File: src/rtl/tv_capture_ctrl.sv
// rtl/tv_capture_ctrl.sv - frame-gated capture controller with decimation, size check and watchdog
module tv_capture_ctrl #(
   parameter int IMAGE_WIDE  = 800,
   parameter int IMAGE_HIGH  = 600,
   parameter int TIMEOUT_CYC = 1048576
) (
   input  logic        i_clk,
   input  logic        i_rst,
   input  logic        i_start,
   input  logic        i_stop,
   input  logic [3:0]  i_skip,
   input  logic        i_clr_err,
   input  logic [15:0] i_data,
   input  logic        i_hsync,
   input  logic        i_vsync,
   output logic [15:0] o_data,
   output logic        o_de,
   output logic        o_vsync,
   output logic        o_sof,
   output logic        o_eof,
   output logic        o_busy,
   output logic [15:0] o_frame_cnt,
   output logic [11:0] o_line_cnt,
   output logic [11:0] o_pix_cnt,
   output logic        o_err_size,
   output logic        o_err_lost
);

   localparam int WD_W = $clog2(TIMEOUT_CYC + 1);

   typedef enum logic [2:0] {IDLE, SYNC, ARM, CAP, SKIP} state_t;

   state_t            state_q, state_d;
   logic              vs_q, hs_q;
   logic [3:0]        skip_cnt_q, skip_cnt_d;
   logic              stop_pend_q, stop_pend_d;
   logic [WD_W-1:0]   wd_q, wd_d;
   logic [11:0]       pix_q, pix_d, lines_q, lines_d, last_pix_q, last_pix_d;
   logic              width_bad_q, width_bad_d;
   logic [15:0]       data_q, data_d, frame_cnt_q, frame_cnt_d;
   logic              de_q, de_d, vsync_q, vsync_d, sof_q, sof_d, eof_q, eof_d;
   logic [11:0]       line_cnt_q, line_cnt_d, pix_cnt_q, pix_cnt_d;
   logic              err_size_q, err_size_d, err_lost_q, err_lost_d;

   logic vs_rise, vs_fall, vs_edge, line_end, timeout;
   logic cap_start, cap_en, cap_end, stop_now;

   // Edge detection and the capture qualifiers shared by every process below.
   // A stop arriving on the very cycle a capture would begin suppresses it, so no
   // orphan start-of-frame is emitted for a frame that is never delivered.
   always_comb begin
      vs_rise   = i_vsync & ~vs_q;
      vs_fall   = ~i_vsync & vs_q;
      vs_edge   = vs_rise | vs_fall;
      line_end  = hs_q & ~i_hsync;
      timeout   = (state_q != IDLE) && !vs_edge && (wd_q == WD_W'(TIMEOUT_CYC - 1));
      cap_start = (state_q == ARM) && vs_rise && (skip_cnt_q == 4'd0) && !i_stop;
      cap_en    = (cap_start || ((state_q == CAP) && i_vsync)) && !timeout;
      cap_end   = (state_q == CAP) && vs_fall;
      stop_now  = stop_pend_q | i_stop;
   end

   // Next-state logic: capture only between whole frames, decimate via skip_cnt.
   always_comb begin
      state_d     = state_q;
      skip_cnt_d  = skip_cnt_q;
      stop_pend_d = stop_pend_q;
      case (state_q)
         IDLE: begin
            stop_pend_d = 1'b0;
            skip_cnt_d  = 4'd0;
            if (i_start && !i_stop) state_d = SYNC;
         end
         SYNC: begin
            if (i_stop)        state_d = IDLE;
            else if (!i_vsync) state_d = ARM;
         end
         ARM: begin
            if (i_stop) begin
               state_d = IDLE;
            end else if (vs_rise) begin
               if (skip_cnt_q == 4'd0) begin
                  state_d    = CAP;
                  skip_cnt_d = i_skip;
               end else begin
                  state_d    = SKIP;
                  skip_cnt_d = skip_cnt_q - 4'd1;
               end
            end
         end
         CAP, SKIP: begin
            if (i_stop)  stop_pend_d = 1'b1;
            if (vs_fall) state_d = stop_now ? IDLE : ARM;
         end
         default: state_d = IDLE;
      endcase
      if (timeout) state_d = stop_now ? IDLE : SYNC;
   end

   // Watchdog: cycles since the last vsync edge while active.
   always_comb begin
      wd_d = wd_q + WD_W'(1);
      if (state_q == IDLE || vs_edge || timeout) wd_d = '0;
   end

   // Frame-size measurement over captured frames only.
   always_comb begin
      pix_d       = pix_q;
      lines_d     = lines_q;
      last_pix_d  = last_pix_q;
      width_bad_d = width_bad_q;
      if (cap_start) begin
         pix_d       = {11'd0, i_hsync};
         lines_d     = 12'd0;
         width_bad_d = 1'b0;
      end else if (state_q == CAP) begin
         if (line_end) begin
            pix_d      = 12'd0;
            last_pix_d = pix_q;
            if (lines_q != 12'hFFF) lines_d = lines_q + 12'd1;
            if (pix_q != 12'(IMAGE_WIDE)) width_bad_d = 1'b1;
         end else if (i_hsync && i_vsync && pix_q != 12'hFFF) begin
            pix_d = pix_q + 12'd1;
         end
      end
   end

   // Registered stream outputs, frame statistics and sticky error flags.
   // The end-of-frame results use the _d measurement values so a line ending on
   // the same cycle as vsync falls is still counted.
   always_comb begin
      vsync_d     = cap_en;
      de_d        = cap_en & i_hsync;
      data_d      = (cap_en && i_hsync) ? i_data : data_q;
      sof_d       = cap_start;
      eof_d       = cap_end;
      frame_cnt_d = cap_end ? frame_cnt_q + 16'd1 : frame_cnt_q;
      line_cnt_d  = cap_end ? lines_d : line_cnt_q;
      pix_cnt_d   = cap_end ? last_pix_d : pix_cnt_q;
      err_size_d  = err_size_q & ~i_clr_err;
      if (cap_end && (lines_d != 12'(IMAGE_HIGH) || width_bad_d)) err_size_d = 1'b1;
      err_lost_d  = err_lost_q & ~i_clr_err;
      if (timeout) err_lost_d = 1'b1;
   end

   // State and datapath registers with synchronous reset.
   always_ff @(posedge i_clk) begin
      if (i_rst) begin
         state_q     <= IDLE;
         vs_q        <= 1'b0;
         hs_q        <= 1'b0;
         skip_cnt_q  <= 4'd0;
         stop_pend_q <= 1'b0;
         wd_q        <= '0;
         pix_q       <= 12'd0;
         lines_q     <= 12'd0;
         last_pix_q  <= 12'd0;
         width_bad_q <= 1'b0;
         data_q      <= 16'd0;
         de_q        <= 1'b0;
         vsync_q     <= 1'b0;
         sof_q       <= 1'b0;
         eof_q       <= 1'b0;
         frame_cnt_q <= 16'd0;
         line_cnt_q  <= 12'd0;
         pix_cnt_q   <= 12'd0;
         err_size_q  <= 1'b0;
         err_lost_q  <= 1'b0;
      end else begin
         state_q     <= state_d;
         vs_q        <= i_vsync;
         hs_q        <= i_hsync;
         skip_cnt_q  <= skip_cnt_d;
         stop_pend_q <= stop_pend_d;
         wd_q        <= wd_d;
         pix_q       <= pix_d;
         lines_q     <= lines_d;
         last_pix_q  <= last_pix_d;
         width_bad_q <= width_bad_d;
         data_q      <= data_d;
         de_q        <= de_d;
         vsync_q     <= vsync_d;
         sof_q       <= sof_d;
         eof_q       <= eof_d;
         frame_cnt_q <= frame_cnt_d;
         line_cnt_q  <= line_cnt_d;
         pix_cnt_q   <= pix_cnt_d;
         err_size_q  <= err_size_d;
         err_lost_q  <= err_lost_d;
      end
   end

   assign o_data      = data_q;
   assign o_de        = de_q;
   assign o_vsync     = vsync_q;
   assign o_sof       = sof_q;
   assign o_eof       = eof_q;
   assign o_busy      = (state_q != IDLE);
   assign o_frame_cnt = frame_cnt_q;
   assign o_line_cnt  = line_cnt_q;
   assign o_pix_cnt   = pix_cnt_q;
   assign o_err_size  = err_size_q;
   assign o_err_lost  = err_lost_q;

endmodule

File: config.mk
export PLATFORM = sky130hd
export DESIGN_NAME = tv_capture_ctrl
export DESIGN_NICKNAME = d
export VERILOG_FILES = /design/src/rtl/tv_capture_ctrl.sv
export SDC_FILE = /design/constraint.sdc
export NUM_CORES = 1
export LEC_CHECK = 0
export CORE_MARGIN = 3
export CORE_UTILIZATION = 56
export CTS_BUF_LIST = sky130_fd_sc_hd__clkbuf_4 sky130_fd_sc_hd__clkbuf_8
export DETAILED_ROUTE_END_ITERATION = 16
export GPL_ROUTABILITY_DRIVEN = 0
export PLACE_DENSITY_LB_ADDON = 0.12
export SLEW_MARGIN = 10
export SYNTH_ARGS = -nofsm -noshare
export SYNTH_HDL_FRONTEND = slang
export SYNTH_SLANG_ARGS = --single-unit
File: constraint.sdc
create_clock -name i_clk -period 2.9 [get_ports i_clk]
set_clock_uncertainty 0.2 [all_clocks]
set_input_delay 0.58 -clock i_clk [delete_from_list [all_inputs] [get_ports i_clk]]
set_output_delay 0.58 -clock i_clk [all_outputs]
set_load 0.005 [all_outputs]
==> results.md, run 1 <==
- The sequential area share after synthesis is 0.4595.
- In the synthesized netlist, the cells that appear most often are sky130_fd_sc_hd__nor2_1, sky130_fd_sc_hd__dfxtp_1, sky130_fd_sc_hd__nand2_1, sky130_fd_sc_hd__xor2_1, sky130_fd_sc_hd__nand3_1.
- For this design the top-level I/O count stands at 90.
- The clock passes through at most 2 buffers.
- The start point of the critical path is state_q[1].
- The die is around 110 um wide.
- The ratio of routed vias to standard cells is approximately 5.5.
- The mapped cell area is 5664 um2.
- For met3 alone, demand over resource in global routing was 0.05117.
- The library cell occupying the most area in the post-synthesis netlist is sky130_fd_sc_hd__dfxtp_1.
- The total area inside the core boundary comes to between 9000 and 10000 um2.
- TritonCTS built the clock tree.
- In the final design database the tool counted around 780 nets.
- In this run the tool buffered the top-level ports with between 80 and 90 buffer cells.
- In the final layout, the share of cells above drive strength 1 is 0.08553.
- Setup violations remaining at the end of the flow were counted as 0.
- In this run the worst path has a maximum fanout of 16.
- Global routing finished with a remaining overflow of 0.
- The number of endpoints with negative hold slack in the final report is 0.
- Relative to the synthesized area, the layout overhead comes to 25.62%.
- The worst setup path is launched from a flop.
- Clock-pin slew was measured on the worst setup and hold paths at around 0.080 ns.
- For this configuration, the core starts out at a cell density of 0.5768.
- The total wirelength of the detailed-routed design is ~13000 um.
- The global routing stage identified its most utilized layer as met2.
- In the routed design, unresolved DRC markers number 0.
- TritonCTS created 17 clock buffers.
- The proportion of synthesized flip-flops having asynchronous set or reset is 0.
- The slew at the pin closest to its max-slew limit is slightly above 0.7 ns.
- The first-pass GRT wire length is approximately 21000 um.
- CTS built an H-tree with a depth of 4.
- The leakage power is around 0.0026 uW.
- The fraction of met2 tracks used by global routing is 0.3948.
- The final clock period utilization by the worst path is 0.9433.
- The synthesized netlist cell count is ~650.
- The initial antenna violation count was 0.
- The initial detailed-routing violation count is ~200.
- Each instance of the synthesized netlist takes up on average a little under 9 um2.
- The post-synth net total is 687.
- The worst path arrival time is between 1.5 and 2 ns.
- The max-capacitance violation count is 0.
- The count of buffers added by post-CTS timing repair for setup is 0.
- The overall die area is approximately 11000 um2.
- The worst hold path belongs to the class reg2reg.
- The number of flops mapped to enable cells by yosys is 0.
- After synthesis, the cell types taking the most area are sky130_fd_sc_hd__dfxtp_1, sky130_fd_sc_hd__nor2_1, sky130_fd_sc_hd__xor2_1.
- By instance count, the leading cell after synthesis is sky130_fd_sc_hd__nor2_1.
- The flow ran to the end, and the final reports show no timing, DRC or antenna violations.
- The pin count of the biggest net entering global routing is 57.
- The most used flip-flop cell after synthesis is sky130_fd_sc_hd__dfxtp_1.
- The number of different library cells in the post-synthesis netlist is just under 60.
- The antenna diode instance count is 0.
- The type of the worst setup path is reg2out.
- The data required time at the worst endpoint is 2.12 ns.
- The total global routing track utilization is 0.2273.
- Across the VDD grid, the largest voltage drop is roughly 500 uV.
- The clock drives between 100 and 150 sinks.
- Before antenna repair, the detailed router went through 5 iterations.
- The endpoint kind of the worst setup timing path is an output port.
- For this design the ratio of total power to cell area is roughly 500 nW/um2.
- After floorplanning, the core was divided into 36 placement rows.
- The clock latency on the worst-skew pair is 0.43 ns.
- The beginning of the worst hold path is o_line_cnt[7].
- In the post-route analysis, the smallest setup slack over all paths is 0.1643 ns.
- Of the post-synthesis cell area, the dominant cell type holds 0.4595.
- The final route contains 4950 vias.
- After legalization and detailed placement, the total HPWL measured between 8000 and 9000 um.
- The startpoint identified for the worst register-to-register timing path is lines_q[0].
- The via count of the first global-routing pass is ~4700.
- The Yosys warning count is 0.
- Post-CTS repair changed the size of 0 cells.
- The detail route stage leaves a number of antenna-violating nets equal to 0.
- Total power for the finished layout comes to around 3500 uW.
- The final number of max-transition violations is 0.
- The number of hold-repair buffers added at the cts stage is 0.
- Measured against its own limit, the worst slew margin works out to 0.5157.
- After layout, the minimum clock period comes to roughly 2.7 ns.
- Setup repair after global routing left no endpoint under its margin.
- The met1 demand-to-capacity share in global routing is 0.2816.
- Timing would allow up to ~370 MHz.
- The number of synthesized register bits is 130.
- The die is roughly 110 um tall.
- The clock root buffer is sky130_fd_sc_hd__clkbuf_8.
- The worst-case setup slack after placement is -0.06417 ns.
- After detailed routing, the average wire length per cell comes to ~14 um.
==> critical path: stages, from the launching register on <==
cell	delay [ns]
sky130_fd_sc_hd__dfxtp_1	0.62
sky130_fd_sc_hd__or3_1	0.35
sky130_fd_sc_hd__clkdlybuf4s50_1	0.56
==> path summary, 6_finish.rpt <==
path | endpoint | slack (ns) | cells after the start
setup / recovery | o_busy | 0.16 | 2
hold / removal | o_line_cnt[7] | 0.28 | 2
setup reg to reg | o_err_size | 0.30 | 7
hold reg to reg | o_line_cnt[7] | 0.28 | 2
==> layout make-up <==
type                    instances  area (um2)
multi-input cells             477        2877
fillers                       803        2704
flip-flops and latches        130        2603
repair buffers                108        1041
clock buffers                  17       234.0
well taps                     133       166.4
clock inverters                15       146.4
inverters                      13       48.80
==> where the power goes <==
part	internal [uW]	switching [uW]
Sequential	1800	24.1
Combinational	100	107
Clock	700	768
Total	2600	899
==> cell families after synthesis <==
| family | share of synthesized area |
|---|---|
| simple gates | 0.2735 |
| flops | 0.4595 |
| compound gates | 0.09676 |
| xor+xnor | 0.06804 |
| buf+inv | 0.03269 |
| mux | 0.04970 |
| fa+ha+maj | 0.01988 |
==> layer usage <==
| metal | part of all wire | vias up | wire [um] |
|---|---|---|---|
| met3 | 0.048 | 19 | 600 |
| met2 | 0.51 | 128 | 6330 |
| met4 | 0.013 | 0 | 167 |
| li1 | - | 2450 | - |
| met5 | 0 | - | 0 |
| met1 | 0.43 | 2353 | 5420 |
==> state kept, by name (all words and copies together) (netlist names), 3 cells and up <==
| name | cells |
|---|---|
| wd_q | 21 |
| o_data | 16 |
| o_frame_cnt | 16 |
| last_pix_q | 12 |
| lines_q | 12 |
| o_line_cnt | 12 |
| o_pix_cnt | 12 |
| pix_q | 12 |
| skip_cnt_q | 4 |
| state_q | 3 |
==> per-stage QoR <==
stage                     setup TNS [ns]  utilization  hold WS (ns)  instances  instance area [um2]
after floorplan                        0            -        0.2414        651                 5664
after CTS                              0       0.7246        0.2777        893                 7116
after global routing                   0       0.7246        0.3090        893                 7116
final                                  0       0.7246        0.2753        893                 7116
after global placement          -0.01057       0.6859        0.2607        861                 6735
after detailed placement         -0.6252       0.6859        0.2667        861                 6735
==> cell usage in the layout, fill, tap and decap left out, types with 15 or more instances in the layout <==
cell type / netlist / routed
sky130_fd_sc_hd__dfxtp_1: 130 / 130
sky130_fd_sc_hd__nor3_1: 18 / 18
sky130_fd_sc_hd__a211oi_1: 15 / 15
sky130_fd_sc_hd__clkdlybuf4s50_1: 0 / 88
sky130_fd_sc_hd__nand3_1: 28 / 28
sky130_fd_sc_hd__a21oi_1: 26 / 26
sky130_fd_sc_hd__nand2_1: 46 / 46
sky130_fd_sc_hd__clkbuf_8: 0 / 17
sky130_fd_sc_hd__mux2i_1: 27 / 27
sky130_fd_sc_hd__nor2_1: 132 / 132
sky130_fd_sc_hd__buf_4: 0 / 18
sky130_fd_sc_hd__xor2_1: 32 / 32
No activity file was read; power rests on OpenSTA's default activity.
==> run 2, diff against run 1 <==
- CTS_BUF_LIST: sky130_fd_sc_hd__clkbuf_4 sky130_fd_sc_hd__clkbuf_8 -> sky130_fd_sc_hd__clkbuf_2
==> results.md, run 2 (same netlist as run 1, synthesis figures left out) <==
- The leakage power was 0.002529 uW (-1.8%).
- The layout-stage area growth over the synthesis result is 23.37%.
- The minimum period implied by the final worst setup slack is 2.774 ns (+0.03829 ns).
- The non-filler instance count after layout is 894 (+0.11%).
- The most frequent standard cell in the layout excluding fill and tap cells is sky130_fd_sc_hd__nor2_1.
- The total global routing track utilization is 0.2283 (+0.001025).
- The count of input and output buffers is 89 (unchanged).
- The overall die height is 106.6 um (unchanged).
- The clock latency on the worst-skew pair is 0.69 ns (+0.26 ns).
- The worst max-slew margin expressed relative to the limit is 0.5135 (-0.002184).
- The top cell types in the final layout, fill and taps aside, are sky130_fd_sc_hd__nor2_1, sky130_fd_sc_hd__dfxtp_1, sky130_fd_sc_hd__clkdlybuf4s50_1.
- The count of boundary I/O pins is 90 (unchanged).
- The core footprint came to 9819 um2 (unchanged).
- The estimated wirelength of the detail-placed design is 8802 um (unchanged).
- The routed length per placed instance is 13.92 um (-0.73%).
- The largest buffer count on any clock path is 2 (unchanged).
- The type of origin of the critical path is a flop.
- The flip-flop count of the largest register, all copies and words added is 21 (unchanged).
- The final design area excluding fillers was 6988 um2 (-1.8%).
- The least setup slack across all paths after layout came to 0.1260 ns (-0.03829 ns).
- The number of endpoints with negative hold slack in the final report came to 0 (unchanged).
- The worst hold slack is 0.2073 ns (-0.06802 ns).
- The maximum resistive drop on vdd is 274.5 uV (-47%).
- The register with the most flip-flops in the final layout is wd_q.
- The instance count after placement with tap cells included is 861 (unchanged).
- The CTS buffer count came to 17 (unchanged).
- The final count of negative-setup-slack endpoints came to 0 (unchanged).
- The first-pass GRT wire length is 21350 um (about the same).
- The number of hold-repair buffers added at the cts stage is 0 (unchanged).
- The initial antenna violation count came to 0 (unchanged).
- The worst-case setup slack after placement was -0.06417 ns (unchanged).
- The ratio of cells with drive above 1 in the final layout is 0.09198 (+0.006458).
- The number of nets in the final layout came to 784 (+0.13%).
- The highest net fanout along the worst path is 16 (unchanged).
- The final clock period utilization by the worst path is 0.9565 (+0.01320).
- The max-capacitance violation count is 0 (unchanged).
- The critical path goes through or3_4, clkdlybuf4s50_1.
- The number of routed nets with antenna violations was 0 (unchanged).
- The type of the worst min-delay path is in2reg.
- The final-layout fill cell count came to 835 (+4.0%).
- The highest achievable clock rate is 360.5 MHz (-1.4%).
- The via count of the first global-routing pass is 4698 (+0.79%).
- The ratio of routed vias to standard cells is 5.553 (+0.17%).
- The placed standard-cell area is 6735 um2 (unchanged).
- The CTS tree is done.
- The number of iterations in the first detailed-routing pass is 5 (unchanged).
- The antenna diode instance count came to 0 (unchanged).
- The DRC violation count after routing is 0 (unchanged).
- Setup repair after global routing left no endpoint under its margin.
- The die width is 106.6 um (unchanged).
- The total power divided by cell area is 445.9 nW/um2 (-9.2%).
- The overflow left after global routing is 0 (unchanged).
- The utilization after layout is 0.7116 (-0.01300).
- The flow ran to the end, and the final reports show no timing, DRC or antenna violations.
- The final number of max-transition violations is 0 (unchanged).
- The initial detailed-routing violation count came to 195 (-3.0%).
- The clock input transition at the sequential cells of the worst setup and hold paths came to 0.23 ns (+0.15 ns).
- The cell with the largest stage delay on the worst path is sky130_fd_sc_hd__clkdlybuf4s50_1.
- The number of rows created at floorplan is 36 (unchanged).
- The endpoint kind of the worst setup timing path is an output port.
- The initial cell density of the core is 0.5768 (unchanged).
- The pin count of the biggest net entering global routing was 57 (unchanged).
- The worst path arrival time is 1.99 ns (+0.03 ns).
- The data required time at the worst endpoint was 2.12 ns (about the same).
- The number of H-tree branching levels came to 4 (unchanged).
- The overall via count from detail_route came to 4964 (+0.28%).
- The clock sink total is 130 (unchanged).
- The total wirelength of the detailed-routed design is 12440 um (-0.62%).
- The clock root buffer is sky130_fd_sc_hd__clkbuf_2.
- The delay of the slowest cell on the worst path is 0.47 ns (-0.15 ns).
- The overall die area is 11360 um2 (unchanged).
- The critical path in this run is classified as reg2out.
- The slew at the pin closest to its max-slew limit was 0.7298 ns (+0.003276 ns).
run 2: changes by cell type in the layout (fill, tap and decap cells not counted), sizes merged:
cell | previous run | this run
buf | 20 | 21
run 2: through the flow:
stage	setup TNS, ns	total power, uW
after floorplan	0	1979
after global placement	-0.01057	2061
after detailed placement	-0.6252	2067
after CTS	0	3144
after global routing	0	3257
final	0	3116
run 2: final cells by class:
| class | count | area, um2 | share of cell area |
|---|---|---|---|
| Inverter | 13 | 48.80 | 0.006983 |
| Tap cell | 133 | 166.4 | 0.02381 |
| Timing Repair Buffer | 109 | 1049 | 0.1500 |
| Clock inverter | 15 | 146.4 | 0.02095 |
| Sequential cell | 130 | 2611 | 0.3737 |
| Multi-Input combinational cell | 477 | 2882 | 0.4124 |
| Clock buffer | 17 | 85.08 | 0.01218 |
run 2: per-layer routing:
| metal | vias to the layer above | global-route usage | routed length (um) | share of wire |
|---|---|---|---|---|
| li1 | 2460 | - | - | - |
| met1 | 2353 | 0.2846 | 5504 | 0.44 |
| met2 | 136 | 0.3885 | 6264 | 0.50 |
| met3 | 15 | 0.05358 | 535 | 0.043 |
| met4 | 0 | 0.07763 | 137 | 0.011 |
| met5 | - | 0 | 0 | 0 |
run 2: what timing repair did:
action	CTS	global route
endpoints found under the setup margin	1	1
resized for setup	4	2
buffers inserted	0	1
run 2: path summary, 6_finish.rpt:
| check | slack [ns] | from | depth (start not counted) | end |
|---|---|---|---|---|
| min | 0.21 | i_rst | 2 | o_data[13] |
| max reg2reg | 0.28 | lines_q[0] | 7 | o_err_size |
| max | 0.13 | state_q[1] | 2 | o_busy |
| min reg2reg | 0.29 | o_line_cnt[10] | 2 | o_line_cnt[10] |
run 2: worst max-delay path, delay by kind of cell, from the launching register on:
| kind | cells | cell delay (ns) |
|---|---|---|
| and+or+nand+nor | 1 | 0.43 |
| buffers and inverters | 1 | 0.47 |
| DFF | 1 | 0.43 |
run 2: power by group:
part / internal, uW / switching, uW / total (uW)
clock: 332 / 738 / 1070
combinational: 109 / 114 / 223
sequential: 1810 / 17.5 / 1820
total: 2250 / 870 / 3120
==> run 3, diff against run 2 <==
- CELL_PAD_IN_SITES_DETAIL_PLACEMENT: default -> 1
- CELL_PAD_IN_SITES_GLOBAL_PLACEMENT: default -> 1
- CORE_UTILIZATION: 56 -> 42
==> results.md, run 3 (same netlist as run 1, synthesis figures left out) <==
- The clock input transition at the sequential cells of the worst setup and hold paths came to 0.17 ns (-0.06 ns).
- The estimated wirelength of the detail-placed design is 10810 um (+23%).
- The maximum resistive drop on vdd is 264.6 uV (-3.6%).
- The initial detailed-routing violation count is 194 (-0.51%).
- The source of the worst register-to-register timing path is lines_q[0].
- The core footprint is 12880 um2 (+31%).
- The max-capacitance violation count is 0 (unchanged).
- The final count of negative-setup-slack endpoints is 0 (unchanged).
- The data required time at the worst endpoint was 2.12 ns (about the same).
- The number of routed nets with antenna violations is 0 (unchanged).
- The overflow left after global routing came to 0 (unchanged).
- The minimum period implied by the final worst setup slack came to 2.761 ns (-0.01317 ns).
- The leakage power is 0.002559 uW (+1.2%).
- The worst register-to-register path ends at o_line_cnt[5].
- The initial antenna violation count came to 1 (+1).
- The overall die area is 14920 um2 (+31%).
- The number of nets in the final layout is 793 (+1.1%).
- The total power divided by cell area came to 424.0 nW/um2 (-4.9%).
- The flip-flop count of the largest register, all copies and words added is 21 (unchanged).
- The type of the worst min-delay path is in2reg.
- The number of H-tree branching levels is 4 (unchanged).
- The least setup slack across all paths after layout is 0.1392 ns (+0.01317 ns).
- The number of endpoints with negative hold slack in the final report is 0 (unchanged).
- The total wirelength of the detailed-routed design is 14680 um (+18%).
- The count of boundary I/O pins is 90 (unchanged).
- The pin count of the biggest net entering global routing is 31 (-46%).
- The worst max-slew margin expressed relative to the limit is 0.5765 (+0.06303).
- The overall via count from detail_route came to 4970 (+0.12%).
- The total global routing track utilization came to 0.2054 (-0.02294).
- The clock root buffer is sky130_fd_sc_hd__clkbuf_2.
- The number of hold-repair buffers added at the cts stage came to 0 (unchanged).
- The routed length per placed instance is 15.57 um (+12%).
- The highest net fanout along the worst path was 14 (-2).
- The worst-case setup slack after placement was -0.1174 ns (-0.05319 ns).
- For hold timing, the worst endpoint is width_bad_q.
- The overall die height is 122.1 um (+15%).
- The cell count of the worst hold path is 2 (unchanged).
- The DRC violation count after routing is 0 (unchanged).
- The type of the worst setup path is reg2out.
- The final number of max-transition violations is 0 (unchanged).
- The flow ran to the end, and the final reports show no timing, DRC or antenna violations.
- Leaving out fill and tap cells, the most frequent cells in the layout are sky130_fd_sc_hd__nor2_1, sky130_fd_sc_hd__dfxtp_1, sky130_fd_sc_hd__clkdlybuf4s50_1.
- STA classifies the critical path startpoint as a flop.
- The initial cell density of the core is 0.4399 (-0.1369).
- The die width was 122.1 um (+15%).
- TritonCTS built the clock tree.
- The count of input and output buffers is 89 (unchanged).
- The clock latency on the worst-skew pair is 0.68 ns (about the same).
- The ratio of routed vias to standard cells is 5.270 (-5.1%).
- The CTS buffer count is 17 (unchanged).
- The placed standard-cell area is 6824 um2 (+1.3%).
- The largest buffer count on any clock path is 2 (unchanged).
- The area growth from synthesis to layout is 24.39%.
- The highest achievable clock rate is 362.2 MHz (+0.48%).
- The ratio of cells with drive above 1 in the final layout came to 0.09481 (+0.002821).
- The worst path arrival time came to 1.98 ns (about the same).
- Setup repair after global routing left no endpoint under its margin.
- The first-pass GRT wire length was 24490 um (+15%).
- The via count of the first global-routing pass is 5108 (+8.7%).
- The clock sink total came to 130 (unchanged).
- STA classifies the critical path endpoint as an output port.
- The setup slack on the worst flop-to-flop path came to 0.26 ns (-0.02 ns).
- The slew at the pin closest to its max-slew limit is 0.6304 ns (-0.09939 ns).
- The final design area excluding fillers is 7046 um2 (+0.82%).
- Counting flops per register, the top entry is wd_q.
- The beginning of the worst hold path is i_rst.
- The worst-case reg-to-reg path depth came to 7 (unchanged).
- The library cell used most frequently in the layout, excluding fill and tap cells, is sky130_fd_sc_hd__nor2_1.
- The final-layout fill cell count is 1532 (+83%).
- The number of iterations in the first detailed-routing pass is 5 (unchanged).
- The number of rows created at floorplan is 41 (+14%).
- The final clock period utilization by the worst path is 0.9520 (-0.004540).
## run 3: changes by cell type in the layout (fill, tap and decap cells not counted), sizes merged
cell,delta
inv,-8
diode,+1
clkinvlp,-3
clkbuf,+6
buf,+9
clkinv,+5
## run 3: how the worst max path moves through the flow
stage | start | end | slack (ns) | cells after the start
final | state_q[2] | o_busy | 0.14 | 2
after global routing | state_q[2] | o_busy | 0.01 | 2
after CTS | state_q[1] | o_busy | 0.01 | 2
after detailed placement | i_vsync | o_data[6] | -0.12 | 10
after global placement | i_vsync | o_data[11] | -0.006 | 10
after floorplan | i_vsync | o_frame_cnt[9] | 0.49 | 9
## run 3: report_power, final
part	switching [uW]	internal [uW]	leakage, uW	total, uW
Combinational	131	114	0.00139	245
Clock	619	311	0.000123	930
Sequential	10.5	1800	0.00105	1810
Total	760	2230	0.00256	2990
## run 3: per-layer routing
layer  global-route usage  share of wire  wire length [um]
met1               0.2506           0.45              6556
met2               0.3564           0.51              7478
met3              0.04410          0.031               451
met4              0.07488          0.013               197
met5                    0              0                 0
## run 3: what timing repair did
item                       CTS  global route
resized for setup            6             1
setup buffers                1             2
setup endpoints to repair    1             1
pin swaps                    0             0
## run 3: critical path, cell delays in order (launching register included)
cell and delay, ns:
sky130_fd_sc_hd__dfxtp_4 0.43, sky130_fd_sc_hd__or3_4 0.39, sky130_fd_sc_hd__clkdlybuf4s50_1 0.48
## run 3: cell type report
| class | count | area, um2 | share of cell area |
|---|---|---|---|
| antenna | 1 | 2.502 | 0.0003552 |
| clock buffer | 23 | 115.1 | 0.01634 |
| clock inverter | 9 | 65.06 | 0.009235 |
| inverter | 13 | 48.80 | 0.006926 |
| multi-input combinational | 477 | 2882 | 0.4090 |
| sequential | 130 | 2614 | 0.3710 |
| tap | 172 | 215.2 | 0.03055 |
| timing repair buffer | 118 | 1104 | 0.1566 |
## run 3: through the flow
step	utilization	hold WS, ns	power, uW	instances	setup TNS (ns)
floorplan	-	0.2414	1979	651	0
global placement	0.5300	0.2431	2071	907	-0.005643
detailed placement	0.5300	0.2551	2078	907	-1.158
CTS	0.5456	0.06303	3030	940	0
global route	0.5472	0.08466	3140	943	0
finish	0.5472	0.1360	2988	943	0
